<file path="src/rtl/memory_pair_engine_if.sv">
// ----------------------------------------------------------------------------
// memory_pair_engine_if
//   Groups the button inputs, the board values and the game-state outputs of
//   the memory-card engine into one bundle.
//   master : the side that drives the buttons and board (synchroniser / bench)
//   slave  : the engine itself
// Signals
//   move, dir, select : button levels (debounced upstream)
//   board             : N_CARDS*CARD_W card values, card i at [i*CARD_W +: CARD_W]
//   cursor            : current cursor position
//   revealed, matched : per-card face-up / permanently-matched flags
//   attempts          : completed pair attempts (saturating)
//   match_p, miss_p   : one-cycle result pulses
//   done              : all cards matched
// ----------------------------------------------------------------------------
interface memory_pair_engine_if #(
    parameter int N_CARDS = 16,
    parameter int CARD_W  = 4,
    parameter int CNT_W   = 8
);
    localparam int CUR_W = $clog2(N_CARDS);

    logic                        move;
    logic                        dir;
    logic                        select;
    logic [N_CARDS*CARD_W-1:0]   board;
    logic [CUR_W-1:0]            cursor;
    logic [N_CARDS-1:0]          revealed;
    logic [N_CARDS-1:0]          matched;
    logic [CNT_W-1:0]            attempts;
    logic                        match_p;
    logic                        miss_p;
    logic                        done;

    modport master (
        output move, dir, select, board,
        input  cursor, revealed, matched, attempts, match_p, miss_p, done
    );

    modport slave (
        input  move, dir, select, board,
        output cursor, revealed, matched, attempts, match_p, miss_p, done
    );
endinterface

</file>
<file path="src/rtl/memory_pair_engine.sv">
// ----------------------------------------------------------------------------
// memory_pair_engine
//   Cursor / selection / match engine for the memory-card game board.
//   Move and select buttons are edge-detected; the cursor wraps over N_CARDS
//   cards. Two selections form one attempt: equal values become matched,
//   unequal ones are hidden again after SHOW_CYC cycles on display.
// Ports
//   clk  : system clock, rising edge
//   rst  : asynchronous reset, active low
//   bus  : memory_pair_engine_if.slave (buttons, board in; game state out)
// All outputs come straight from registers.
// ----------------------------------------------------------------------------
module memory_pair_engine #(
    parameter int N_CARDS  = 16,
    parameter int CARD_W   = 4,
    parameter int CNT_W    = 8,
    parameter int SHOW_CYC = 4
) (
    input  logic                  clk,
    input  logic                  rst,
    memory_pair_engine_if.slave   bus
);
    localparam int CUR_W = $clog2(N_CARDS);
    localparam int SHW_W = (SHOW_CYC > 1) ? $clog2(SHOW_CYC) : 1;
    localparam logic [CUR_W-1:0] LAST_CARD = CUR_W'(N_CARDS - 1);

    typedef enum logic [1:0] {PICK1, PICK2, SHOW, DONE} state_t;

    state_t               r_state;
    logic                 r_move_q;
    logic                 r_select_q;
    logic                 r_armed;
    logic [CUR_W-1:0]     r_cursor;
    logic [CUR_W-1:0]     r_idx_a;
    logic [CUR_W-1:0]     r_idx_b;
    logic [SHW_W-1:0]     r_show_cnt;
    logic [N_CARDS-1:0]   r_revealed;
    logic [N_CARDS-1:0]   r_matched;
    logic [CNT_W-1:0]     r_attempts;
    logic                 r_match_p;
    logic                 r_miss_p;
    logic                 r_done;

    logic                 w_move_edge;
    logic                 w_select_edge;
    logic                 w_cur_free;
    logic                 w_equal;
    logic [N_CARDS-1:0]   w_pair_mask;
    logic [N_CARDS-1:0]   w_matched_hit;
    logic [CARD_W-1:0]    w_cards [N_CARDS];

    // Unpack the flat board bus into one value per card.
    for (genvar gi = 0; gi < N_CARDS; gi++) begin : g_cards
        assign w_cards[gi] = bus.board[gi*CARD_W +: CARD_W];
    end

    // r_armed stays low for the first clock after reset so that a button
    // already held during reset release is absorbed instead of firing.
    assign w_move_edge   = r_armed & bus.move   & ~r_move_q;
    assign w_select_edge = r_armed & bus.select & ~r_select_q;

    // A card can be picked only while face-down and unmatched; this also
    // rejects re-picking the first card of the pair, which is revealed.
    assign w_cur_free    = ~r_revealed[r_cursor] & ~r_matched[r_cursor];

    assign w_pair_mask   = (N_CARDS'(1) << r_idx_a) | (N_CARDS'(1) << r_idx_b);
    assign w_equal       = (w_cards[r_idx_a] == w_cards[r_idx_b]);
    assign w_matched_hit = r_matched | w_pair_mask;

    // Button edge registers and the wrapping cursor. The cursor moves in every
    // game state, including DONE.
    always_ff @(posedge clk or negedge rst) begin
        if (!rst) begin
            r_move_q   <= 1'b0;
            r_select_q <= 1'b0;
            r_armed    <= 1'b0;
            r_cursor   <= '0;
        end else begin
            r_move_q   <= bus.move;
            r_select_q <= bus.select;
            r_armed    <= 1'b1;
            if (w_move_edge) begin
                if (!bus.dir) begin
                    r_cursor <= (r_cursor == LAST_CARD) ? '0 : r_cursor + 1'b1;
                end else begin
                    r_cursor <= (r_cursor == '0) ? LAST_CARD : r_cursor - 1'b1;
                end
            end
        end
    end

    // Game FSM. Selection reads the pre-move cursor, so a simultaneous
    // move+select picks the card the cursor is leaving.
    always_ff @(posedge clk or negedge rst) begin
        if (!rst) begin
            r_state    <= PICK1;
            r_idx_a    <= '0;
            r_idx_b    <= '0;
            r_show_cnt <= '0;
            r_revealed <= '0;
            r_matched  <= '0;
            r_attempts <= '0;
            r_match_p  <= 1'b0;
            r_miss_p   <= 1'b0;
            r_done     <= 1'b0;
        end else begin
            r_match_p <= 1'b0;
            r_miss_p  <= 1'b0;
            case (r_state)
                PICK1: begin
                    if (w_select_edge && w_cur_free) begin
                        r_revealed[r_cursor] <= 1'b1;
                        r_idx_a              <= r_cursor;
                        r_state              <= PICK2;
                    end
                end
                PICK2: begin
                    if (w_select_edge && w_cur_free) begin
                        r_revealed[r_cursor] <= 1'b1;
                        r_idx_b              <= r_cursor;
                        r_show_cnt           <= SHW_W'(SHOW_CYC - 1);
                        r_state              <= SHOW;
                    end
                end
                SHOW: begin
                    if (r_show_cnt != '0) begin
                        r_show_cnt <= r_show_cnt - 1'b1;
                    end else begin
                        r_revealed <= r_revealed & ~w_pair_mask;
                        if (w_equal) begin
                            r_matched <= w_matched_hit;
                            r_match_p <= 1'b1;
                        end else begin
                            r_miss_p  <= 1'b1;
                        end
                        if (r_attempts != '1) begin
                            r_attempts <= r_attempts + 1'b1;
                        end
                        if (w_equal && (&w_matched_hit)) begin
                            r_state <= DONE;
                            r_done  <= 1'b1;
                        end else begin
                            r_state <= PICK1;
                        end
                    end
                end
                DONE: begin
                    r_done <= 1'b1;
                end
                default: begin
                    r_state <= PICK1;
                end
            endcase
        end
    end

    assign bus.cursor   = r_cursor;
    assign bus.revealed = r_revealed;
    assign bus.matched  = r_matched;
    assign bus.attempts = r_attempts;
    assign bus.match_p  = r_match_p;
    assign bus.miss_p   = r_miss_p;
    assign bus.done     = r_done;
endmodule
</file>
<file path="src/flat_wrapper.sv">
// flat-port wrapper written by rule: the top's interface ports become plain ports
module memory_pair_engine_flat 
#(
    parameter int N_CARDS  = 16,
    parameter int CARD_W   = 4,
    parameter int CNT_W    = 8,
    parameter int SHOW_CYC = 4
)
  (clk, rst, bus_move, bus_dir, bus_select, bus_board, bus_cursor, bus_revealed, bus_matched, bus_attempts, bus_match_p, bus_miss_p, bus_done);
  memory_pair_engine_if #(.N_CARDS(N_CARDS), .CARD_W(CARD_W), .CNT_W(CNT_W)) bus_i ();
  input  logic clk;
  input  logic rst;
  input wire logic [$bits(bus_i.move)-1:0] bus_move;
  input wire logic [$bits(bus_i.dir)-1:0] bus_dir;
  input wire logic [$bits(bus_i.select)-1:0] bus_select;
  input wire logic [$bits(bus_i.board)-1:0] bus_board;
  output wire logic [$bits(bus_i.cursor)-1:0] bus_cursor;
  output wire logic [$bits(bus_i.revealed)-1:0] bus_revealed;
  output wire logic [$bits(bus_i.matched)-1:0] bus_matched;
  output wire logic [$bits(bus_i.attempts)-1:0] bus_attempts;
  output wire logic [$bits(bus_i.match_p)-1:0] bus_match_p;
  output wire logic [$bits(bus_i.miss_p)-1:0] bus_miss_p;
  output wire logic [$bits(bus_i.done)-1:0] bus_done;
  assign bus_i.move = bus_move;
  assign bus_i.dir = bus_dir;
  assign bus_i.select = bus_select;
  assign bus_i.board = bus_board;
  assign bus_cursor = bus_i.cursor;
  assign bus_revealed = bus_i.revealed;
  assign bus_matched = bus_i.matched;
  assign bus_attempts = bus_i.attempts;
  assign bus_match_p = bus_i.match_p;
  assign bus_miss_p = bus_i.miss_p;
  assign bus_done = bus_i.done;
  memory_pair_engine #(.N_CARDS(N_CARDS), .CARD_W(CARD_W), .CNT_W(CNT_W), .SHOW_CYC(SHOW_CYC)) u_core (.clk(clk), .rst(rst), .bus(bus_i));
endmodule
</file>
<file path="config.mk">
export PLATFORM = sky130hd
export DESIGN_NAME = memory_pair_engine_flat
export DESIGN_NICKNAME = d
export VERILOG_FILES = /design/src/rtl/memory_pair_engine_if.sv /design/src/rtl/memory_pair_engine.sv /design/src/flat_wrapper.sv
export SDC_FILE = /design/constraint.sdc
export NUM_CORES = 1
export LEC_CHECK = 0
export BUFFER_PORTS_ARGS = -buffer_cell sky130_fd_sc_hd__clkbuf_2
export CAP_MARGIN = 20
export CORE_MARGIN = 3
export CORE_UTILIZATION = 55
export CTS_BUF_LIST = sky130_fd_sc_hd__clkbuf_4
export CTS_CLUSTER_DIAMETER = 100
export DETAILED_ROUTE_END_ITERATION = 10
export GPL_TIMING_DRIVEN = 0
export PLACE_DENSITY = 0.81
export RECOVER_POWER = 25
export SLEW_MARGIN = 20
export SYNTH_ARGS = -nofsm -noshare
export SYNTH_HDL_FRONTEND = slang
export SYNTH_SLANG_ARGS = --single-unit
</file>
<file path="constraint.sdc">
create_clock -name clk -period 2.8 [get_ports clk]
set_clock_uncertainty 0.15 [all_clocks]
set_input_delay 0.14 -clock clk [delete_from_list [all_inputs] [get_ports clk]]
set_output_delay 0.14 -clock clk [all_outputs]
set_load 0.01 [all_outputs]
</file>
==> flow_summary_export.csv <==
group,metric,value,unit
status,status,"complete, no violations",
setup_path,timing.rr.start,"u_core.r_idx_a[0]",
global_routing,grt_overflow,0,
power,power_density,451,mW/mm2
global_routing,grt_first_pass_wirelength,18700,um
global_routing,grt_max_degree,54,
hold_path,hold_path_depth,2,
routing,ant_nets,0,
yosys,synth_edf_count,0,
cells_and_area,insertedDiodeCount,0,
clock_network,clock_latency,410,ps
cells_and_area,syn_to_final_growth,25.8,%
timing,hold_viol,0,
routing,postRouteWirelength,12200,um
clock_network,cts.clk_slew.worst_paths,100,ps
hold_path,hp-class,"primary input to flip-flop",
setup_path,crit_arrival,2900,ps
routing,drtPass1Iterations,6,
yosys,yosysSeqAreaShare,36.9,%
yosys,synth_adder_area_share,3.27,%
timing,tightest_slew,1290,ps
yosys,async_flop_share,100,%
power,leakage,2.59,nW
routing,drt_iter0_drc,342,
routing,wl_per_cell,19.0,um
floorplanning,floorplan.initialDensity,57.3,%
place,place_congestion,0.971,
floorplanning,die_height,93.4,um
clock_network,htreeDepth,3,
global_routing,antenna_found_initial,0,
setup_path,cpPeakStageDelay,500,ps
clock_network,cts_tree,"done",
yosys,synth_top_family_by_area,"multiplexers",
timing,max-slew-margin-rel,13.9,%
power,p_total,2.39,mW
setup_path,reg2reg_to,"u_core.bus.matched[8]",
setup_path,cpMaxStageDelayCell,"mux4_2",
floorplanning,coreArea,0.00733,mm2
clock_network,cts_num_sinks,62,
setup_path,rrSetupSlack,90,ps
yosys,synth_compound_area_share,16.7,%
cells_and_area,final_layout_size_suffix_gt1_share,40.5,%
floorplanning,pin_count,116,
yosys,syn_inst,392,
run,maxCapViolCount,0,
power,peakVddDrop,518,uV
setup_path,cp.required,3000,ps
place,io_buffer_count,114,
routing,vias,4001,
routing,via_per_inst,6.25,
floorplanning,die_width,93.4,um
timing,setup_viol,0,
yosys,ys_seq_elements,62,
yosys,synth_nets,472,
clock_network,clock_path_buffers,2,
hold_path,min_to,"u_core.bus.cursor[0]",
clock_network,cts_buffers,9,
timing,fin_ws,92.0,ps
yosys,synth.area.mux_share,21.9,%
cells_and_area,final_nets,616,
timing,setup_tns,0,ps
yosys,synth_top_flop_cell,"dfrtp_1",
yosys,synth_xor_area_share,2.71,%
place,dp_hpwl,9080,um
yosys,netlist_area,0.00420,mm2
yosys,synthSimpleGateAreaFrac,14.2,%
setup_path,worstSetupEndpointType,"flip-flop",
floorplanning,rows,31,
timing,max_freq,0.369,GHz
setup_path,rr_worst_depth,11,
global_routing,track_usage,27.6,%
global_routing,grt_pass1_vias,3782,
setup_path,crit_path_cell_trace,"buf_12 -> buf_4 -> mux4_2 -> mux2i_1 -> o22ai_1 -> xor2_1 -> nor3_2 -> and3_1 -> buf_6 -> buf_8 -> a21o_1",
setup_path,path_class,"flip-flop to flip-flop",
yosys,avgSynthCellArea,10.7,um2
timing,period_share,96.7,%
floorplanning,die-area,0.00873,mm2
routing,drc_errors,0,
yosys,yosys_warnings,0,
cells_and_area,nFillCells,551,
timing,fin_crit,2710,ps
yosys,synth_cell_types,53,
timing,drv_slew,0,
hold_path,hold_start,"bus_dir",
setup_path,worst-path-max-fanout,10,
clock_network,clock-root-buffer,"clkbuf_4",
place,preCtsSetupSlack,-22.1,ps
setup_path,setup.worst_path.start_class,"flip-flop",
[stage by stage]
| step | hold slack, ps | instance area [um2] | instances | utilization, % |
|---|---|---|---|---|
| 2_1_floorplan | -306 | 4200 | 392 | - |
| 3_3_place_gp | 117 | 4900 | 605 | 66.8 |
| 3_5_place_dp | -134 | 4930 | 606 | 67.2 |
| 4_1_cts | 51.1 | 5160 | 628 | 70.4 |
| 5_1_grt | 89.7 | 5290 | 640 | 72.1 |
| 6_report | 57.5 | 5290 | 640 | 72.1 |
[state kept, by name (all words and copies together), names as in the netlist]
register	count
u_core.bus.attempts	8
u_core.bus.cursor	4
u_core.bus.done	1
u_core.bus.match_p	1
u_core.bus.matched	16
u_core.bus.miss_p	1
u_core.bus.revealed	16
u_core.r_armed	1
u_core.r_idx_a	4
u_core.r_idx_b	4
u_core.r_move_q	1
u_core.r_select_q	1
u_core.r_show_cnt	2
u_core.r_state	2
[synth_stat cells (5+ instances only)]
library cell | n | area [um2]
mux4_2 | 31 | 698
inv_1 | 13 | 48.8
and3_1 | 5 | 31.3
dfrtp_1 | 62 | 1550
mux2i_1 | 7 | 70.1
a22oi_1 | 5 | 37.5
nor3_1 | 6 | 30.0
mux2_2 | 11 | 124
and2_1 | 6 | 37.5
nand2b_1 | 10 | 62.6
buf_2 | 7 | 35.0
clkbuf_1 | 8 | 30.0
nor2b_1 | 6 | 37.5
nor2_1 | 27 | 101
a21o_1 | 17 | 128
a21oi_1 | 35 | 175
o21ai_0 | 5 | 25.0
nand3_1 | 12 | 60.1
o22ai_1 | 27 | 169
xor2_1 | 9 | 78.8
ha_1 | 11 | 138
nand2_1 | 25 | 93.8
[what timing repair did]
item	4_1_cts	5_1_grt
hold endpoints to repair	64	0
pin swaps	0	3
hold buffers	4	0
buffers inserted	3	12
resized for setup	1	24
endpoints found under the setup margin	11	34
[per-layer routing]
layer / global-route usage, % / vias to the layer above / wire (um)
met5: 0 / - / 0
met4: 9.65 / 0 / 317
met3: 5.31 / 31 / 1320
met2: 43.9 / 276 / 5700
met1: 38.1 / 1915 / 4820
li1: - / 1779 / -
[kinds of logic (layout without fill, tap and decap cells)]
group           count (synthesis)  in the layout
xor+xnor                       13             13
fa+ha+maj                      11             11
flops                          62             62
compound gates                106            106
buf+inv                        34            183
other cells                     1              1
simple gates                  115            115
mux                            50             50
[worst max-delay path, delay by kind of cell, from the launching register on]
family / cells / cell delay, ps
AO/OA/AOI/OAI: 2 / 240
XOR/XNOR: 1 / 160
buffers and inverters: 4 / 570
flip-flops: 1 / 380
multiplexers: 2 / 720
AND/OR/NAND/NOR: 2 / 430
[layout make-up]
class / count / area (um2) / area share [%]
inverters: 13 / 52.6 / 0.994
flip-flops and latches: 62 / 1550 / 29.3
multi-input cells: 296 / 2490 / 47.1
well taps: 99 / 124 / 2.34
clock buffers: 11 / 82.6 / 1.56
plain buffers: 20 / 173 / 3.27
repair buffers: 134 / 741 / 14.0
clock inverters: 5 / 73.8 / 1.40
[worst max-delay path by stage]
stage / startpoint / to / slack [ps] / depth (start not counted)
floorplan: u_core.bus.cursor[1] / u_core.r_state[1] / 280 / 8
global placement: u_core.bus.cursor[1] / u_core.bus.revealed[6] / -10 / 9
detailed placement: u_core.bus.cursor[1] / u_core.bus.revealed[13] / -20 / 9
CTS: u_core.bus.cursor[1] / u_core.bus.revealed[4] / 8 / 9
global route: u_core.bus.cursor[1] / u_core.bus.revealed[15] / -20 / 9
finish: u_core.r_idx_a[0] / u_core.bus.matched[8] / 90 / 11
[layout by cell type (no fill, tap or decap), types with 6 or more instances in the layout]
cell type  count
mux2i_1        7
a21o_1        17
clkbuf_4      14
and2_1         6
nand2b_1      10
ha_1          11
o22ai_1       25
nor3_1         6
buf_4         15
mux4_2        31
mux2_2        11
nand3_1       12
xor2_1         8
dfrtp_1       62
clkbuf_2     116
inv_1         12
a21oi_1       35
nor2b_1        6
nand2_1       25
nor2_1        27
[power breakdown]
| part | total [mW] | leakage, nW | internal, mW | switching, mW |
|---|---|---|---|---|
| logic | 0.709 | 1.68 | 0.325 | 0.384 |
| clock network | 0.691 | 0.0883 | 0.377 | 0.314 |
| registers | 0.986 | 0.823 | 0.924 | 0.0620 |
Note: power is estimated with default switching activity, not from simulation.
